<file path="src/rtl/reg_scoreboard_decoder_if.sv">
`default_nettype none
// ============================================================================
//  Module   : reg_scoreboard_decoder_if
//  Purpose  : Control-unit <-> scoreboard/write-enable decoder signal bundle.
//  Revision : 1.0  initial release
// ============================================================================
interface reg_scoreboard_decoder_if #(
    parameter int ADDR_WIDTH = 5,
    parameter int CNT_WIDTH  = ADDR_WIDTH + 1
);
    localparam int NUM_REGS = 2 ** ADDR_WIDTH;

    logic                  flush;
    logic                  issue_valid;
    logic [ADDR_WIDTH-1:0] issue_addr;
    logic                  issue_ready;
    logic                  wb_valid;
    logic [ADDR_WIDTH-1:0] wb_addr;
    logic [ADDR_WIDTH-1:0] rs_addr;
    logic [ADDR_WIDTH-1:0] rt_addr;
    logic                  rs_busy;
    logic                  rt_busy;
    logic [NUM_REGS-1:0]   onehot_we;
    logic [NUM_REGS-1:0]   busy_map;
    logic [CNT_WIDTH-1:0]  busy_count;
    logic                  wb_err;

    modport master (
        output flush, issue_valid, issue_addr, wb_valid, wb_addr, rs_addr, rt_addr,
        input  issue_ready, rs_busy, rt_busy, onehot_we, busy_map, busy_count, wb_err
    );

    modport slave (
        input  flush, issue_valid, issue_addr, wb_valid, wb_addr, rs_addr, rt_addr,
        output issue_ready, rs_busy, rt_busy, onehot_we, busy_map, busy_count, wb_err
    );
endinterface
`default_nettype wire

</file>
<file path="src/rtl/reg_scoreboard_decoder.sv">
`default_nettype none
// ============================================================================
//  Module   : reg_scoreboard_decoder
//  Purpose  : Registered one-hot register write-enable decode plus a busy
//             scoreboard of outstanding producers for rs/rt hazard checks.
//  Revision : 1.0  initial release
// ============================================================================
module reg_scoreboard_decoder #(
    parameter int ADDR_WIDTH         = 5,
    parameter int ZERO_REG_HARDWIRED = 1,
    parameter int CNT_WIDTH          = ADDR_WIDTH + 1
) (
    input  wire logic               clk,
    input  wire logic               reset,
    reg_scoreboard_decoder_if.slave bus
);
    localparam int   NUM_REGS  = 2 ** ADDR_WIDTH;
    localparam logic C_ZERO_HW = (ZERO_REG_HARDWIRED != 0);

    logic [NUM_REGS-1:0]  onehot_we_q,  onehot_we_d;
    logic [NUM_REGS-1:0]  busy_map_q,   busy_map_d;
    logic [CNT_WIDTH-1:0] busy_count_q, busy_count_d;
    logic                 wb_err_q,     wb_err_d;

    logic w_issue_ready;
    logic w_issue_acc;
    logic w_issue_live;
    logic w_wb_live;
    logic w_same_addr;
    logic w_set;
    logic w_clr;

    assign w_same_addr   = (bus.issue_addr == bus.wb_addr);
    assign w_issue_ready = ~bus.flush &
                           (~busy_map_q[bus.issue_addr] | (bus.wb_valid & w_same_addr));
    assign w_issue_acc   = bus.issue_valid & w_issue_ready;

    // Register 0 accepts issues and writebacks but never becomes busy or enabled.
    assign w_issue_live = w_issue_acc &
                          ~(C_ZERO_HW & (bus.issue_addr == {ADDR_WIDTH{1'b0}}));
    assign w_wb_live    = bus.wb_valid &
                          ~(C_ZERO_HW & (bus.wb_addr == {ADDR_WIDTH{1'b0}}));

    // Incremental popcount: a colliding issue keeps the bit, so no clear is counted.
    assign w_set = w_issue_live & ~busy_map_q[bus.issue_addr];
    assign w_clr = w_wb_live & busy_map_q[bus.wb_addr] & ~(w_issue_acc & w_same_addr);

    always_comb begin
        busy_map_d = busy_map_q;
        if (w_wb_live)
            busy_map_d[bus.wb_addr] = 1'b0;
        if (w_issue_live)
            busy_map_d[bus.issue_addr] = 1'b1;
        if (bus.flush)
            busy_map_d = '0;

        if (bus.flush)
            busy_count_d = '0;
        else
            busy_count_d = busy_count_q + CNT_WIDTH'(w_set) - CNT_WIDTH'(w_clr);

        onehot_we_d = w_wb_live ? (NUM_REGS'(1) << bus.wb_addr) : '0;
        wb_err_d    = wb_err_q | (w_wb_live & ~busy_map_q[bus.wb_addr]);
    end

    always_ff @(posedge clk or posedge reset) begin
        if (reset) begin
            onehot_we_q  <= '0;
            busy_map_q   <= '0;
            busy_count_q <= '0;
            wb_err_q     <= 1'b0;
        end else begin
            onehot_we_q  <= onehot_we_d;
            busy_map_q   <= busy_map_d;
            busy_count_q <= busy_count_d;
            wb_err_q     <= wb_err_d;
        end
    end

    assign bus.issue_ready = w_issue_ready;
    assign bus.rs_busy     = busy_map_q[bus.rs_addr];
    assign bus.rt_busy     = busy_map_q[bus.rt_addr];
    assign bus.onehot_we   = onehot_we_q;
    assign bus.busy_map    = busy_map_q;
    assign bus.busy_count  = busy_count_q;
    assign bus.wb_err      = wb_err_q;
endmodule
`default_nettype wire

</file>
<file path="src/flat_wrapper.sv">
// flat-port wrapper written by rule: the top's interface ports become plain ports
module reg_scoreboard_decoder_flat 
#(
    parameter int ADDR_WIDTH         = 5,
    parameter int ZERO_REG_HARDWIRED = 1,
    parameter int CNT_WIDTH          = ADDR_WIDTH + 1
)
  (clk, reset, bus_flush, bus_issue_valid, bus_issue_addr, bus_wb_valid, bus_wb_addr, bus_rs_addr, bus_rt_addr, bus_issue_ready, bus_rs_busy, bus_rt_busy, bus_onehot_we, bus_busy_map, bus_busy_count, bus_wb_err);
  reg_scoreboard_decoder_if #(.ADDR_WIDTH(ADDR_WIDTH), .CNT_WIDTH(CNT_WIDTH)) bus_i ();
  input  wire logic clk;
  input  wire logic reset;
  input wire logic [$bits(bus_i.flush)-1:0] bus_flush;
  input wire logic [$bits(bus_i.issue_valid)-1:0] bus_issue_valid;
  input wire logic [$bits(bus_i.issue_addr)-1:0] bus_issue_addr;
  input wire logic [$bits(bus_i.wb_valid)-1:0] bus_wb_valid;
  input wire logic [$bits(bus_i.wb_addr)-1:0] bus_wb_addr;
  input wire logic [$bits(bus_i.rs_addr)-1:0] bus_rs_addr;
  input wire logic [$bits(bus_i.rt_addr)-1:0] bus_rt_addr;
  output wire logic [$bits(bus_i.issue_ready)-1:0] bus_issue_ready;
  output wire logic [$bits(bus_i.rs_busy)-1:0] bus_rs_busy;
  output wire logic [$bits(bus_i.rt_busy)-1:0] bus_rt_busy;
  output wire logic [$bits(bus_i.onehot_we)-1:0] bus_onehot_we;
  output wire logic [$bits(bus_i.busy_map)-1:0] bus_busy_map;
  output wire logic [$bits(bus_i.busy_count)-1:0] bus_busy_count;
  output wire logic [$bits(bus_i.wb_err)-1:0] bus_wb_err;
  assign bus_i.flush = bus_flush;
  assign bus_i.issue_valid = bus_issue_valid;
  assign bus_i.issue_addr = bus_issue_addr;
  assign bus_i.wb_valid = bus_wb_valid;
  assign bus_i.wb_addr = bus_wb_addr;
  assign bus_i.rs_addr = bus_rs_addr;
  assign bus_i.rt_addr = bus_rt_addr;
  assign bus_issue_ready = bus_i.issue_ready;
  assign bus_rs_busy = bus_i.rs_busy;
  assign bus_rt_busy = bus_i.rt_busy;
  assign bus_onehot_we = bus_i.onehot_we;
  assign bus_busy_map = bus_i.busy_map;
  assign bus_busy_count = bus_i.busy_count;
  assign bus_wb_err = bus_i.wb_err;
  reg_scoreboard_decoder #(.ADDR_WIDTH(ADDR_WIDTH), .ZERO_REG_HARDWIRED(ZERO_REG_HARDWIRED), .CNT_WIDTH(CNT_WIDTH)) u_core (.clk(clk), .reset(reset), .bus(bus_i));
endmodule
</file>
<file path="config.mk">
export PLATFORM = sky130hd
export DESIGN_NAME = reg_scoreboard_decoder_flat
export DESIGN_NICKNAME = d
export VERILOG_FILES = /design/src/rtl/reg_scoreboard_decoder_if.sv /design/src/rtl/reg_scoreboard_decoder.sv /design/src/flat_wrapper.sv
export SDC_FILE = /design/constraint.sdc
export NUM_CORES = 1
export LEC_CHECK = 0
export CORE_MARGIN = 5
export CORE_UTILIZATION = 45
export DETAILED_ROUTE_END_ITERATION = 16
export GPL_TIMING_DRIVEN = 1
export PLACE_DENSITY = 0.74
export SKIP_CTS_REPAIR_TIMING = 1
export SYNTH_ARGS = -nofsm -noshare
export SYNTH_HDL_FRONTEND = slang
export SYNTH_SLANG_ARGS = --single-unit
</file>
<file path="constraint.sdc">
create_clock -name clk -period 4.5 [get_ports clk]
set_input_delay 0.675 -clock clk [delete_from_list [all_inputs] [get_ports clk]]
set_output_delay 0.675 -clock clk [all_outputs]
set_load 0.1 [all_outputs]
</file>
Word-level counts from Yosys, hierarchy flattened:

Index checks and enable logic that the tools add are counted.

* bits in registers: 71
* latch bits: 0
* bits in writable memories: 0
* ROM bits: 0
* input bits: 25
* output and inout bits: 74
* word-level logic and storage cells: 56
* memories kept: 0

* add/sub/neg operators: 2
* $mul: 0
* div/mod/pow operators: 0
* $lt $le $gt $ge: 6
* eq/ne operators: 1
* shift operators: 1
* mux-type cells: 17
* bitwise operators: 21
* reduce and logical (&&, ||, !) cells: 4

Operators by type and width (count)
* $mux W32: 4
* $and A32 B32 Y32: 1
* $not A32 Y32: 1
* $or A32 B32 Y32: 1
* $shl A1 B5 Y32 const A: 1
* $lt A5 B6 Y1 const B: 4
* $bmux W1 S5: 4
* $and A1 B1 Y1: 10
* $demux W1 S5: 2
* $ge A5 B1 Y1 const B: 2
* $logic_not A5 Y1: 2
* $add A6 B1 Y6: 1
* $mux W1: 6
* $mux W6: 1
* $not A1 Y1: 6
* $sub A6 B1 Y6: 1
* $eq A5 B5 Y1: 1
* $logic_and A1 B1 Y1: 2
* $or A1 B1 Y1: 2

Depth between registers and ports, before layout:

Gate-level depths: netlist of the first run.

* word-level depth: 11
* gate-level depth with buffers: 16
* mapped depth without buffers: 15

Worst setup path after synthesis of the first run:

OpenSTA, ideal clock, no wires.

* kind: reg-to-output
* from: register u_core.busy_map_q[22], in the netlist u_core.bus.busy_map[22]
* to: output bus_issue_ready
* data arrival time: 3.142 ns
* data required time: 3.825 ns
* path slack: 0.683 ns
* cell stages (with the launch flop): 8
* path buffers: 1
* cells stage by stage: dfrtp_1 mux2i_1 nor4b_1 o41ai_1 nand4_1 a21boi_4 buf_6 nor2_1

* word-level cells in the longest chain between the ends: 5

RTL lines
* from (decl): RTL line reg_scoreboard_decoder.sv:21 `logic [NUM_REGS-1:0] busy_map_q, busy_map_d;`
* from (signal assigned): RTL line reg_scoreboard_decoder.sv:74 `busy_map_q <= busy_map_d;`
* $bmux W1 S5: RTL line reg_scoreboard_decoder.sv:35 `(~busy_map_q[bus.issue_addr] | (bus.wb_valid & w_same_addr));`
* $mux W1 (implied by the code): RTL line reg_scoreboard_decoder.sv:35
* $not A1 Y1: RTL line reg_scoreboard_decoder.sv:35
* $or A1 B1 Y1: RTL line reg_scoreboard_decoder.sv:35
* $and A1 B1 Y1: RTL line reg_scoreboard_decoder.sv:34 `assign w_issue_ready = ~bus.flush &`
* to (decl): RTL line flat_wrapper.sv:19 `output wire logic [$bits(bus_i.issue_ready)-1:0] bus_issue_ready;`

No other way between the ends. The select of a mux whose other input is x is not followed.

Final worst setup path of the first run:

* from: input bus_issue_addr[1]
* to: output bus_issue_ready

* word-level cells in the longest chain between the ends: 5
* elaborated cells on any way between the ends: 7
* classes of those cells: 1 x eq/ne; 2 x mux; 4 x bitwise

RTL lines
* from (decl): RTL line flat_wrapper.sv:14 `input wire logic [$bits(bus_i.issue_addr)-1:0] bus_issue_addr;`
* $bmux W1 S5: RTL line reg_scoreboard_decoder.sv:35
* $mux W1 (implied by the code): RTL line reg_scoreboard_decoder.sv:35
* $not A1 Y1: RTL line reg_scoreboard_decoder.sv:35
* $or A1 B1 Y1 (*): RTL line reg_scoreboard_decoder.sv:35
* $and A1 B1 Y1 (*): RTL line reg_scoreboard_decoder.sv:34

Every way passes the cells marked *; elsewhere a longest branch is shown, timed or not. The select of a mux whose other input is x is not followed.

==> summary.md, run 1 <==
| Metric | Value |
|---|---|
| Crit end category | `output pin` |
| Net Sw Power | `0.588 mW` |
| Post-Route WL | `13300 um` |
| Per-cell routed wire length | `23.7 um` |
| Maximum vdd ir drop | `0.208 mV` |
| Post-synth EDFFs | `0` |
| Startpoint Class | `input pin` |
| Fillers | `737` |
| Core Box Area | `9110 sq um` |
| Cell with the most instances after synthesis | `dfrtp_1` |
| DRC Markers | `0` |
| Global route overflow | `0` |
| CP Class | `input pin to output pin` |
| CP max FO | `32` |
| Power Internal | `1.24 mW` |
| N_diodes | `0` |
| Register share of total power | `37.2%` |
| Synth Warn # | `0` |
| Top-area cell type share of the netlist area | `43.1%` |
| Sw Share | `32.2%` |
| Post-synthesis adder-cell area fraction | `2.31%` |
| Worst-Skew Late Latency | `350 ps` |
| Non-Filler Instances | `562` |
| Hold WC Path Type | `flip-flop to flip-flop` |
| FMAX | `0.239 GHz` |
| Post-synthesis xor/xnor area fraction | `2.12%` |
| Fin crit share | `92.8%` |
| Area delta synth->final | `31.6%` |
| Max Slew Vio Count | `0` |
| Sequential fraction of the synthesis area | `43.1%` |
| Synth area leader | `dfrtp_1` |
| Starting Density | `45.3%` |
| Actual slew at the worst max-slew pin | `986 ps` |
| Max_slew headroom | `34.1%` |
| Leakage power | `2.17 nW` |
| Yosys reg bits | `71` |
| Final HPWL DP | `9450 um` |
| Largest net degree at the start of global routing | `42` |
| Nets@finish | `478` |
| Largest family of logic cells by synthesized area | `multiplexers` |
| Post-layout util | `59.6%` |
| Clock Power Share | `37.2%` |
| Post-DR vias/cell | `6.17` |
| Async SR Flop Fraction | `100%` |
| Pwr/cell area | `337 nW/um^2` |
| Initial drt markers | `419` |
| Die X-Extent | `106 um` |
| Overall routing resource usage | `24.2%` |
| Share of cells above drive strength 1 | `17.3%` |
| CTS H-tree depth | `3` |
| Initial antenna violation count | `0` |
| Synthesized instance count | `355` |
| Post-synthesis mux area share | `20.6%` |
| Via count | `3468` |
| CTS buffer count | `9` |
| Top-Level Pins | `99` |
| Number of global-route vias before repair | `3519` |
| # rows | `35` |
| Post-Syn Area | `4130 sq um` |
| Final period demand of the worst path | `4180 ps` |
| Syn Area/Cell | `11.6 sq um` |
| Root Buffer | `clkbuf_8` |
| Critical Path RT | `3830 ps` |
| Ys flop type | `dfrtp_1` |
| First-pass GRT wire length | `20600 um` |
| CTS tree | `done` |
| Clock buffer depth | `2` |
| Synth Area in Compound Gates | `10.1%` |
| GPL Wtd Cong | `0.916` |
| Die height | `106 um` |
| # placed instances | `546` |
| Pre-Repair DR Iteration Count | `8` |
| Max-cap violations | `0` |
| Synth Net Count | `387` |
| Synth top area cells | `dfrtp_1, mux4_2, o32ai_1` |
| Outcome | `complete, no violations` |
| Port Buf Inserts | `98` |
| Simple-gate share of the synthesized area | `17.0%` |
| Combinational Power Share | `25.6%` |
| Hold Vio Cnt, Final | `0` |
| Setup-failing EPs final | `0` |
| # clock sinks | `71` |
| Synth cell types | `46` |
| ANT nets after route | `0` |
| Tot Pwr | `1.83 mW` |
| Clock-pin slew on the worst setup and hold paths | `80 ps` |
| Skew final | `11.7 ps` |
| RSZ-0062 raised after global routing | `no` |
| Die Area | `11200 sq um` |
| Total negative slack | `0 ps` |
| Synth cell count leaders | `dfrtp_1, nor2_1, mux4_2` |
| Crit path DAT | `3500 ps` |
==> power groups by stage <==
stage	Sequential (mW)	Combinational [mW]	Clock, mW
5_1_grt	0.684	0.499	0.710
2_1_floorplan	0.840	0.204	0
6_report	0.680	0.468	0.679
4_1_cts	0.681	0.470	0.682
3_3_place_gp	0.692	0.460	0
3_5_place_dp	0.693	0.468	0
==> cell usage in the layout (no fill, tap or decap), drive strengths merged, types with 2 or more instances in the layout <==
cell	instances
o31ai	12
nand2	15
clkinv	3
buf	12
nand4	2
ha	6
a211oi	3
dfrtp	71
nand3	10
nand3b	2
mux2	6
xor2	4
or3b	11
nor4b	3
o22ai	4
o32ai	20
nor3	2
nand4b	2
mux4	29
inv	9
bufinv	4
or2	3
mux2i	13
clkbuf	9
a32oi	2
a21oi	4
xnor2	6
nor2b	11
nand2b	22
nor2	46
clkdlybuf4s50	95
==> registers in the layout, indices dropped and copies added, names as in the netlist <==
name	flops
u_core.bus.wb_err	1
u_core.bus.onehot_we	32
u_core.bus.busy_map	32
u_core.bus.busy_count	6
==> metal layers <==
metal,share of wire [%],wire length [um],global-route usage [%]
met5,0,0,0
met4,2.5,330,8.23
met3,11,1420,5.45
met2,49,6490,38.8
met1,38,5080,32.5
==> through the flow <==
stage                     worst slack [ps]  instance area, sq um  hold WS (ps)
final                                  322                  5430           531
after global routing                  64.4                  5430           533
after CTS                              350                  5430           538
after detailed placement              48.1                  5160           520
after global placement                 199                  5160           487
after floorplan                        683                  4130           933
==> cell type report <==
| type | instances | area (sq um) | share of cell area, % |
|---|---|---|---|
| clock buffer | 9 | 124 | 2.28 |
| inverter | 10 | 37.5 | 0.692 |
| clock inverter | 7 | 145 | 2.67 |
| timing repair buffer | 107 | 1050 | 19.4 |
| tap | 111 | 139 | 2.56 |
| multi-input combinational | 247 | 2150 | 39.6 |
| sequential | 71 | 1780 | 32.7 |
==> cell families (layout without fill, tap and decap cells) <==
logic type,Yosys count,count (layout)
muxes,48,48
buffers and inverters,37,133
other,1,1
AOI/OAI and AO/OA,51,51
DFF,71,71
adders and majority gates,7,7
and+or+nand+nor,130,130
xor gates and xnor gates,10,10
==> path summary, 6_finish.rpt <==
kind | from | to | slack (ps) | cells after the start
worst max-delay path | bus_issue_addr[1] | bus_issue_ready | 320 | 10
worst min-delay path | u_core.bus.wb_err$_DFF_PP0_ | u_core.bus.wb_err$_DFF_PP0_ | 530 | 1
worst max register to register | u_core.bus.busy_map[31]$_DFF_PP0_ | u_core.bus.busy_count[4]$_DFF_PP0_ | 1100 | 13
worst min register to register | u_core.bus.wb_err$_DFF_PP0_ | u_core.bus.wb_err$_DFF_PP0_ | 530 | 1
max in group asynchronous | reset | u_core.bus.onehot_we[2]$_DFF_PP0_ | 2790 | 3
min in group asynchronous | reset | u_core.bus.onehot_we[16]$_DFF_PP0_ | 790 | 2
==> critical path, stage by stage <==
cell and delay (ps):
clkdlybuf4s50_1 710, buf_4 220, buf_4 190, mux2i_1 100, o22ai_1 170, a32oi_1 110
nand4_1 160, a21boi_4 750, nor2_1 180, buf_12 230
(Power assumes the default switching activity.)
==> inputs of run 2 (changes only) <==
--- a/config.mk
+++ b/config.mk
@@ -10,7 +10,7 @@
 export DETAILED_ROUTE_END_ITERATION = 16
 export GPL_TIMING_DRIVEN = 1
 export PLACE_DENSITY = 0.74
-export SKIP_CTS_REPAIR_TIMING = 1
+export SKIP_LAST_GASP = 1
 export SYNTH_ARGS = -nofsm -noshare
 export SYNTH_HDL_FRONTEND = slang
 export SYNTH_SLANG_ARGS = --single-unit
==> constraint.sdc (replaced) <==
create_clock -name clk -period 4.1 [get_ports clk]
set_input_delay 0.615 -clock clk [delete_from_list [all_inputs] [get_ports clk]]
set_output_delay 0.615 -clock clk [all_outputs]
set_load 0.1 [all_outputs]
==> run 2 against run 1 <==
- global-route usage shrank 0.29 points
- clock skew shrank 0.71 ps
- critical path depth shrank 2
- worst hold slack gained 6.6 ps
- non-clock buffer count grew 4
- critical path type unchanged
- highest routed layer unchanged
- setup slack lost 130 ps
- via count is essentially flat
- die area is the same
- count of clock-buffer cells in the layout is the same
- sequential power grew 9.7%
==> summary.md, run 2 (synthesis results as in run 1) <==
| Metric | Value |
|---|---|
| RSZ-0062 raised after global routing | `no` |
| Starting Density | `45.3% (unchanged)` |
| Number of global-route vias before repair | `3544 (+0.71%)` |
| CTS buffer count | `9 (unchanged)` |
| # placed instances | `550 (+0.73%)` |
| Post-layout util | `59.8% (+0.21 points)` |
| Clock-pin slew on the worst setup and hold paths | `80 ps (about the same)` |
| Worst Setup Slack, final | `189 ps (-133 ps)` |
| Final HPWL DP | `9400 um (-0.55%)` |
| # rows | `35 (unchanged)` |
| Top-Level Pins | `99 (unchanged)` |
| Non-Filler Instances | `566 (+0.71%)` |
| Die X-Extent | `106 um (unchanged)` |
| Clock Power Share | `32.5% (-4.7 points)` |
| Max_slew headroom | `32.8% (-1.3 points)` |
| Largest net degree at the start of global routing | `42 (unchanged)` |
| Fillers | `754 (+2.3%)` |
| Max Slew Vio Count | `0 (unchanged)` |
| Final period demand of the worst path | `3910 ps` |
| Initial antenna violation count | `0 (unchanged)` |
| Maximum vdd ir drop | `0.228 mV (+9.7%)` |
| Port Buf Inserts | `98 (unchanged)` |
| CP Class | `input pin to output pin` |
| R2R Path Start | `u_core.bus.busy_map[31]$_DFF_PP0_` |
| Fin crit share | `95.4%` |
| Pwr/cell area | `345 nW/um^2 (+2.6%)` |
| Min-delay src | `u_core.bus.wb_err$_DFF_PP0_` |
| Nets@finish | `482 (+0.84%)` |
| Resized cells post-CTS | `0` |
| Hold WC Path Type | `flip-flop to flip-flop` |
| Actual slew at the worst max-slew pin | `1000 ps (+18.8 ps)` |
| Sw Share | `33.9% (+1.7 points)` |
| Setup Fix Bufs, Post-CTS | `0` |
| Global route overflow | `0 (unchanged)` |
| # hold bufs at CTS | `0` |
| N_diodes | `0 (unchanged)` |
| Launch point of the critical path | `bus_issue_addr[4]` |
| Hold slack final | `538 ps (+6.61 ps)` |
| Die height | `106 um (unchanged)` |
| Max-cap violations | `0 (unchanged)` |
| Critical Path RT | `3480 ps (-350 ps)` |
| Crit end category | `output pin` |
| Most frequent cells in the layout | `clkdlybuf4s50_1, dfrtp_1, nor2_1, mux4_2, nand2b_1` |
| Leakage power | `2.17 nW (about the same)` |
| Most common cell after layout, fill and taps aside | `clkdlybuf4s50_1` |
| Tot Pwr | `1.88 mW (+3.0%)` |
| Per-cell routed wire length | `22.8 um (-3.6%)` |
| CTS tree | `done` |
| Crit path DAT | `3300 ps (-200 ps)` |
| Initial drt markers | `331 (-21%)` |
| Register share of total power | `39.7% (+2.5 points)` |
| CTS H-tree depth | `3 (unchanged)` |
| Skew final | `10.9 ps (-0.712 ps)` |
| Core Box Area | `9110 sq um (unchanged)` |
| Clock buffer depth | `2 (unchanged)` |
| Share of cells above drive strength 1 | `18.0% (+0.73 points)` |
| Post-Route WL | `12900 um (-2.9%)` |
| Non-Filler Cell Area, Final | `5450 sq um (+0.35%)` |
| Worst-Skew Late Latency | `350 ps (about the same)` |
| Combinational Power Share | `27.8% (+2.2 points)` |
| FMAX | `0.256 GHz` |
| Via count | `3471 (+0.087%)` |
| Post-DR vias/cell | `6.13 (-0.62%)` |
| Setup-failing EPs final | `0 (unchanged)` |
| CP max FO | `32 (unchanged)` |
| DRC Markers | `0 (unchanged)` |
| Area delta synth->final | `32.0%` |
| Net Sw Power | `0.637 mW (+8.3%)` |
| # clock sinks | `71 (unchanged)` |
| Startpoint Class | `input pin` |
| Pre-Repair DR Iteration Count | `5 (-3)` |
| Area of placed instances | `5230 sq um (+1.3%)` |
| Total negative slack | `0 ps (unchanged)` |
| Outcome | `complete, no violations` |
| Placement Setup Slack | `-58.0 ps (-106 ps)` |
| Overall routing resource usage | `23.9% (-0.29 points)` |
| Hold Vio Cnt, Final | `0 (unchanged)` |
| Die Area | `11200 sq um (unchanged)` |
| ANT nets after route | `0 (unchanged)` |
| Root Buffer | `clkbuf_8` |
| First-pass GRT wire length | `20500 um (-0.47%)` |
| Power Internal | `1.24 mW (+0.41%)` |
| GPL Wtd Cong | `0.941 (+2.8%)` |
| Slack of the worst reg-to-reg path | `730 ps (-370 ps)` |
run 2: area by class of cell:
| cell class | instances | area (sq um) | area share, % |
|---|---|---|---|
| clock buffers | 9 | 124 | 2.27 |
| clock inverters | 7 | 96.3 | 1.77 |
| flip-flops and latches | 71 | 1780 | 32.6 |
| well taps | 111 | 139 | 2.55 |
| multi-input cells | 247 | 2150 | 39.5 |
| repair buffers | 111 | 1120 | 20.6 |
| inverters | 10 | 37.5 | 0.689 |
run 2: power by group through the flow:
| stage | Sequential [mW] | Clock (mW) | Combinational (mW) |
|---|---|---|---|
| after floorplan | 0.922 | 0 | 0.224 |
| after global placement | 0.759 | 0 | 0.515 |
| after detailed placement | 0.760 | 0 | 0.523 |
| after CTS | 0.747 | 0.619 | 0.525 |
| after global routing | 0.751 | 0.656 | 0.558 |
| final | 0.746 | 0.612 | 0.523 |
run 2: worst max-delay path: stages:
cell	delay (ps)
clkdlybuf4s50_1	710
or2_2	450
o22ai_1	120
a32oi_1	80
nand4_1	160
a21boi_4	730
nor2_1	170
buf_12	220
run 2: worst paths after layout:
kind,endpoint,cells past startpoint
max reg2reg,u_core.bus.busy_count[4]$_DFF_PP0_,13
min in group asynchronous,u_core.bus.onehot_we[6]$_DFF_PP0_,2
max,bus_issue_ready,8
min,u_core.bus.wb_err$_DFF_PP0_,1
min reg2reg,u_core.bus.wb_err$_DFF_PP0_,1
max in group asynchronous,u_core.bus.busy_map[28]$_DFF_PP0_,3
run 2: routing by layer:
layer  global-route usage [%]  vias up  routed length, um
li1                         -     1505                  -
met1                     32.8     1718               5210
met2                     37.7      213               6250
met3                     6.00       35               1180
met4                     6.85        0                289
met5                        0        -                  0
==> inputs of run 3 (changes only) <==
--- a/config.mk
+++ b/config.mk
@@ -7,6 +7,7 @@
 export LEC_CHECK = 0
 export CORE_MARGIN = 5
 export CORE_UTILIZATION = 45
+export CTS_BUF_LIST = sky130_fd_sc_hd__clkbuf_8
 export DETAILED_ROUTE_END_ITERATION = 16
 export GPL_TIMING_DRIVEN = 1
 export PLACE_DENSITY = 0.74
==> results of run 3 <==
Final layout, timing and power as in run 2 (identical DEF).
